[src/rtl/perf_counter_unit.sv]
// Performance monitor: counts cycles, retired instructions, resolved and mispredicted
// branches, and freezes all counts once the fetch PC reaches HALT_PC.
module perf_counter_unit #(
    parameter int unsigned     XLEN     = 32,
    parameter int unsigned     CNT_W    = 32,
    parameter logic [XLEN-1:0] HALT_PC  = XLEN'(32'h44),
    parameter bit              SATURATE = 1'b0
) (
    input  logic             clk,
    input  logic             reset,
    input  logic [XLEN-1:0]  pc,
    input  logic             pc_valid,
    input  logic             retire,
    input  logic             branch_resolved,
    input  logic             branch_mispredict,
    input  logic             clear,
    output logic [CNT_W-1:0] cycles,
    output logic [CNT_W-1:0] instret,
    output logic [CNT_W-1:0] branches,
    output logic [CNT_W-1:0] mispredicts,
    output logic [3:0]       ovf,
    output logic             done,
    output logic             halt_pulse
);

    typedef enum logic [0:0] {
        RUN    = 1'b0,
        HALTED = 1'b1
    } state_t;

    state_t           state_r;
    logic [CNT_W-1:0] cycles_r;
    logic [CNT_W-1:0] instret_r;
    logic [CNT_W-1:0] branches_r;
    logic [CNT_W-1:0] mispredicts_r;
    logic [3:0]       ovf_r;
    logic             done_r;
    logic             halt_pulse_r;

    // Next counter values; the MSB carries the overflow event of that increment.
    logic [CNT_W:0]   cycles_nx_s;
    logic [CNT_W:0]   instret_nx_s;
    logic [CNT_W:0]   branches_nx_s;
    logic [CNT_W:0]   mispredicts_nx_s;
    logic             halt_match_s;

    function automatic logic [CNT_W:0] bump(input logic [CNT_W-1:0] value, input logic en);
        logic [CNT_W:0] result;
        if (!en) begin
            result = {1'b0, value};
        end else if (value == {CNT_W{1'b1}}) begin
            result = {1'b1, (SATURATE ? value : {CNT_W{1'b0}})};
        end else begin
            result = {1'b0, value + CNT_W'(1)};
        end
        return result;
    endfunction

    // Candidate counter updates and halt-address match for the current cycle.
    always_comb begin
        cycles_nx_s      = bump(cycles_r, 1'b1);
        instret_nx_s     = bump(instret_r, retire);
        branches_nx_s    = bump(branches_r, branch_resolved);
        mispredicts_nx_s = bump(mispredicts_r, branch_resolved & branch_mispredict);
        halt_match_s     = pc_valid && (pc == HALT_PC);
    end

    // Measurement-window FSM with registered counters and flags; clear beats counting and halt.
    always_ff @(posedge clk or posedge reset) begin
        if (reset) begin
            state_r       <= RUN;
            cycles_r      <= {CNT_W{1'b0}};
            instret_r     <= {CNT_W{1'b0}};
            branches_r    <= {CNT_W{1'b0}};
            mispredicts_r <= {CNT_W{1'b0}};
            ovf_r         <= 4'b0000;
            done_r        <= 1'b0;
            halt_pulse_r  <= 1'b0;
        end else if (clear) begin
            state_r       <= RUN;
            cycles_r      <= {CNT_W{1'b0}};
            instret_r     <= {CNT_W{1'b0}};
            branches_r    <= {CNT_W{1'b0}};
            mispredicts_r <= {CNT_W{1'b0}};
            ovf_r         <= 4'b0000;
            done_r        <= 1'b0;
            halt_pulse_r  <= 1'b0;
        end else begin
            case (state_r)
                RUN: begin
                    cycles_r      <= cycles_nx_s[CNT_W-1:0];
                    instret_r     <= instret_nx_s[CNT_W-1:0];
                    branches_r    <= branches_nx_s[CNT_W-1:0];
                    mispredicts_r <= mispredicts_nx_s[CNT_W-1:0];
                    ovf_r         <= ovf_r | {mispredicts_nx_s[CNT_W], branches_nx_s[CNT_W],
                                              instret_nx_s[CNT_W], cycles_nx_s[CNT_W]};
                    if (halt_match_s) begin
                        state_r      <= HALTED;
                        done_r       <= 1'b1;
                        halt_pulse_r <= 1'b1;
                    end else begin
                        halt_pulse_r <= 1'b0;
                    end
                end
                HALTED: begin
                    halt_pulse_r <= 1'b0;
                end
                default: begin
                    state_r      <= RUN;
                    halt_pulse_r <= 1'b0;
                end
            endcase
        end
    end

    assign cycles      = cycles_r;
    assign instret     = instret_r;
    assign branches    = branches_r;
    assign mispredicts = mispredicts_r;
    assign ovf         = ovf_r;
    assign done        = done_r;
    assign halt_pulse  = halt_pulse_r;

endmodule

[config.mk]
export PLATFORM = sky130hd
export DESIGN_NAME = perf_counter_unit
export DESIGN_NICKNAME = d
export VERILOG_FILES = /design/src/rtl/perf_counter_unit.sv
export SDC_FILE = /design/constraint.sdc
export NUM_CORES = 1
export LEC_CHECK = 0
export CORE_ASPECT_RATIO = 0.75
export CORE_MARGIN = 1
export CORE_UTILIZATION = 50
export DETAILED_ROUTE_END_ITERATION = 12
export GPL_ROUTABILITY_DRIVEN = 0
export PLACE_DENSITY = 0.81
export SYNTH_ARGS = -nofsm -noshare
export SYNTH_HDL_FRONTEND = slang
export SYNTH_SLANG_ARGS = --single-unit
export TNS_END_PERCENT = 10
[constraint.sdc]
create_clock -name clk -period 6 [get_ports clk]
set_input_delay 1.2 -clock clk [delete_from_list [all_inputs] [get_ports clk]]
set_output_delay 1.2 -clock clk [all_outputs]
set_load 0.02 [all_outputs]
==> impl_results.md <==
- Endpoints failing setup: 0
- Core footprint: 13800 µm²
- Yosys warns: 0
- Crit path max-delay family: simple AND/OR/NAND/NOR gates
- Cts bufs inserted: 17
- Largest net degree at the start of global routing: slightly below 100
- CTS tree: built
- Final wirelength: around 18 mm
- Setup bufs post-CTS: 0
- IO Count: 173
- Worst slew pin tran: approximately 1.2 ns
- CTS root buf: clkbuf_16
- Kind of critical path: input port to flop
- Num Clock Sinks: 135
- Critical path fanouts, max: 31
- Pre-CTS setup slack: approximately 2.5 ns
- Latest clock arrival within the worst-skew pair: a little over 0.4 ns
- Vias in the first global route: just under 6000
- Diodes inserted: 0
- Async S/R FF share, synth: 100%
- DP HPWL: between 10 and 15 mm
- Critical Path AT: roughly 3.4 ns
- Critical path capture point type: flop
- Worst Skew: approximately 0.012 ns
- Via count: between 6000 and 7000
- DRC: 0
- Startpoint Class: input port
- Nets: roughly 950
- Max-slew violations: 0
- Commonest cells after routing, fill and taps aside: 172 x clkdlybuf4s50_1, 135 x dfrtp_1, 133 x nor2_1
- Critical-path cell list: clkdlybuf4s50_1, buf_4, nor2b_1, or4b_1, nor3_1, xnor2_1, nor2_1
- Non-filler cells, final: roughly 1100
- Routed Antenna Nets: 0
- First-pass GRT wire length: between 30 and 40 mm
- Syn-to-layout area delta: 34.0%
- Post-CTS Hold Buffers: 0
- Crit path buf inv count: 2
- Peak supply drop: roughly 180 µV
- Met1 wire length: 8.72 mm
- Hold/Removal Path Class: flop to flop
- Max incr delay on CP: between 0.6 and 0.7 ns
- PostCTS Resize Cnt: 0
- Cell Pwr Density: about 220 nW/µm²
- Post-synth top flop: dfrtp_1
- WL/cell: roughly 17 µm
- Antenna violations before repair: 0
- Part of the cycle the worst path needs: a little over half
- Die Ht: between 100 and 150 µm
- Clock H-tree levels: 4
- Post-Syn Instances: ~740
- #FFs+latches synth: 135
- Grt total ovfl: 0
- Fin Setup TNS: 0 ns
- Uppermost layer routed: met4
- DP Cell Count: 1059
- # rows: 37
- Max-capacitance violation count: 0
- Post-Syn Area: 7090 µm²
- Clk buf depth: 2
- Cell variety after synth: 64
- TritonRoute pass-1 iters: 5
- Initial Util: roughly 51%
- GRT Total Usage: a little over a quarter
- IO Port Bufs: roughly 170
- Critical-path top delay cell: or4b_1
- WL met2: slightly above 8 mm
- Post-synthesis sequential area ratio: 47.6%
- Leak Pwr: between 3 and 4 nW
- Layout cells sized above 1: ~6.6%
- Syn_nets: approximately 800
- Final Hold Viols: 0
- Clk slew on worst S/H paths: approximately 0.06 ns
- Final min period: between 3 and 4 ns
- EDFF count, synth: 0
- Chip width: roughly 140 µm
- Iter 0 DRT Violations: 434
- Final Cell Area: between 9000 and 10000 µm²
- Synth Area per Inst: ~9.6 µm²
- Status: completed
- Commonest non-fill, non-tap cell in the layout: clkdlybuf4s50_1
- Vias/cell: 5.70
- Met3 WL: 1.04 mm
- Critical path data required time: between 6 and 7 ns
- Die area: between 10000 and 15000 µm²
- Rel. slew slack: 22.7%
- Unrepaired setup endpoints after global routing: no
- Area post-placement: approximately 8900 µm²
- Fmax: around 0.32 GHz
- Setup ws final: 2.86 ns
## power by group
group | internal, mW | switching, mW
clock network | 0.673 | 0.417
logic | 0.0407 | 0.0583
registers | 0.915 | 0.00800
total | 1.63 | 0.483
## path summary, 6_finish.rpt
path	from	endpoint	slack [ns]	cells after the start
worst max-delay path	clear	cycles[16]$_DFFE_PP0P_	2.86	7
worst min-delay path	ovf[1]$_DFFE_PP0P_	ovf[1]$_DFFE_PP0P_	0.49	1
worst max register to register	mispredicts[3]$_DFFE_PP0P_	mispredicts[7]$_DFFE_PP0P_	3.20	5
worst min register to register	ovf[1]$_DFFE_PP0P_	ovf[1]$_DFFE_PP0P_	0.49	1
max in group asynchronous	reset	mispredicts[8]$_DFFE_PP0P_	3.59	3
min in group asynchronous	reset	instret[9]$_DFFE_PP0P_	1.34	2
## state kept, by name, indices dropped and copies added (netlist names)
| name | count |
|---|---|
| instret | 32 |
| done | 1 |
| halt_pulse | 1 |
| ovf | 4 |
| state_r | 1 |
| cycles | 32 |
| mispredicts | 32 |
| branches | 32 |
## area by class of cell
| class | count | area, µm² |
|---|---|---|
| inverters | 13 | 53.8 |
| well taps | 175 | 219 |
| clock buffers | 20 | 447 |
| repair buffers | 174 | 1740 |
| flip-flops and latches | 135 | 3380 |
| fillers | 1112 | 4290 |
| clock inverters | 12 | 166 |
| multi-input cells | 562 | 3500 |
## synth_stat cells (all sizes together) (2+ instances only)
master,number,area share [%]
or4,3,0.37
buf,17,1.4
a41o,2,0.30
ha,4,0.71
xnor2,52,6.4
nor3,19,1.3
nand4b,2,0.25
a2111oi,3,0.63
a21o,3,0.32
a21oi,14,0.99
nor2b,4,0.35
nand2b,3,0.26
and4,15,1.9
or2,3,0.26
nor4,32,3.2
nand4,41,4.3
nand2,53,2.8
and3,18,1.6
clkbuf,12,0.92
o21ai,8,0.56
nor4b,7,0.95
and2,4,0.37
a211oi,2,0.28
inv,13,0.69
nor2,133,7.0
or3,6,0.53
xor2,60,7.4
a31oi,2,0.18
dfrtp,135,48
nand3,46,3.2
o21a,3,0.32
nand3b,4,0.42
o2111ai,3,0.37
## routing by layer
metal | global-route usage, % | up-vias
li1 | - | 2946
met1 | 38.1 | 3034
met2 | 39.6 | 217
met3 | 5.64 | 20
met4 | 5.97 | 0
met5 | 0 | -
## cells by family (layout without fill, tap and decap cells)
family	count (synthesis)	after routing	synth area share (%)
AND/OR/NAND/NOR	396	396	29.6
flip-flops	135	135	47.6
XOR/XNOR	112	112	13.8
AO/OA/AOI/OAI	49	49	5.08
buffers and inverters	42	219	3.05
adder cells (fa/ha/maj)	4	4	0.705
multiplexers	1	1	0.159
## stage by stage
step / hold WS [ns] / total power [mW] / utilization [%]
after CTS: 0.487 / 2.13 / 68.9
after detailed placement: 0.474 / 1.04 / 64.4
after floorplan: 0.599 / 0.993 / -
after global routing: 0.524 / 2.18 / 68.9
final: 0.489 / 2.11 / 68.9
after global placement: 0.480 / 1.04 / 64.4
No activity file was read; power rests on OpenSTA's default activity.
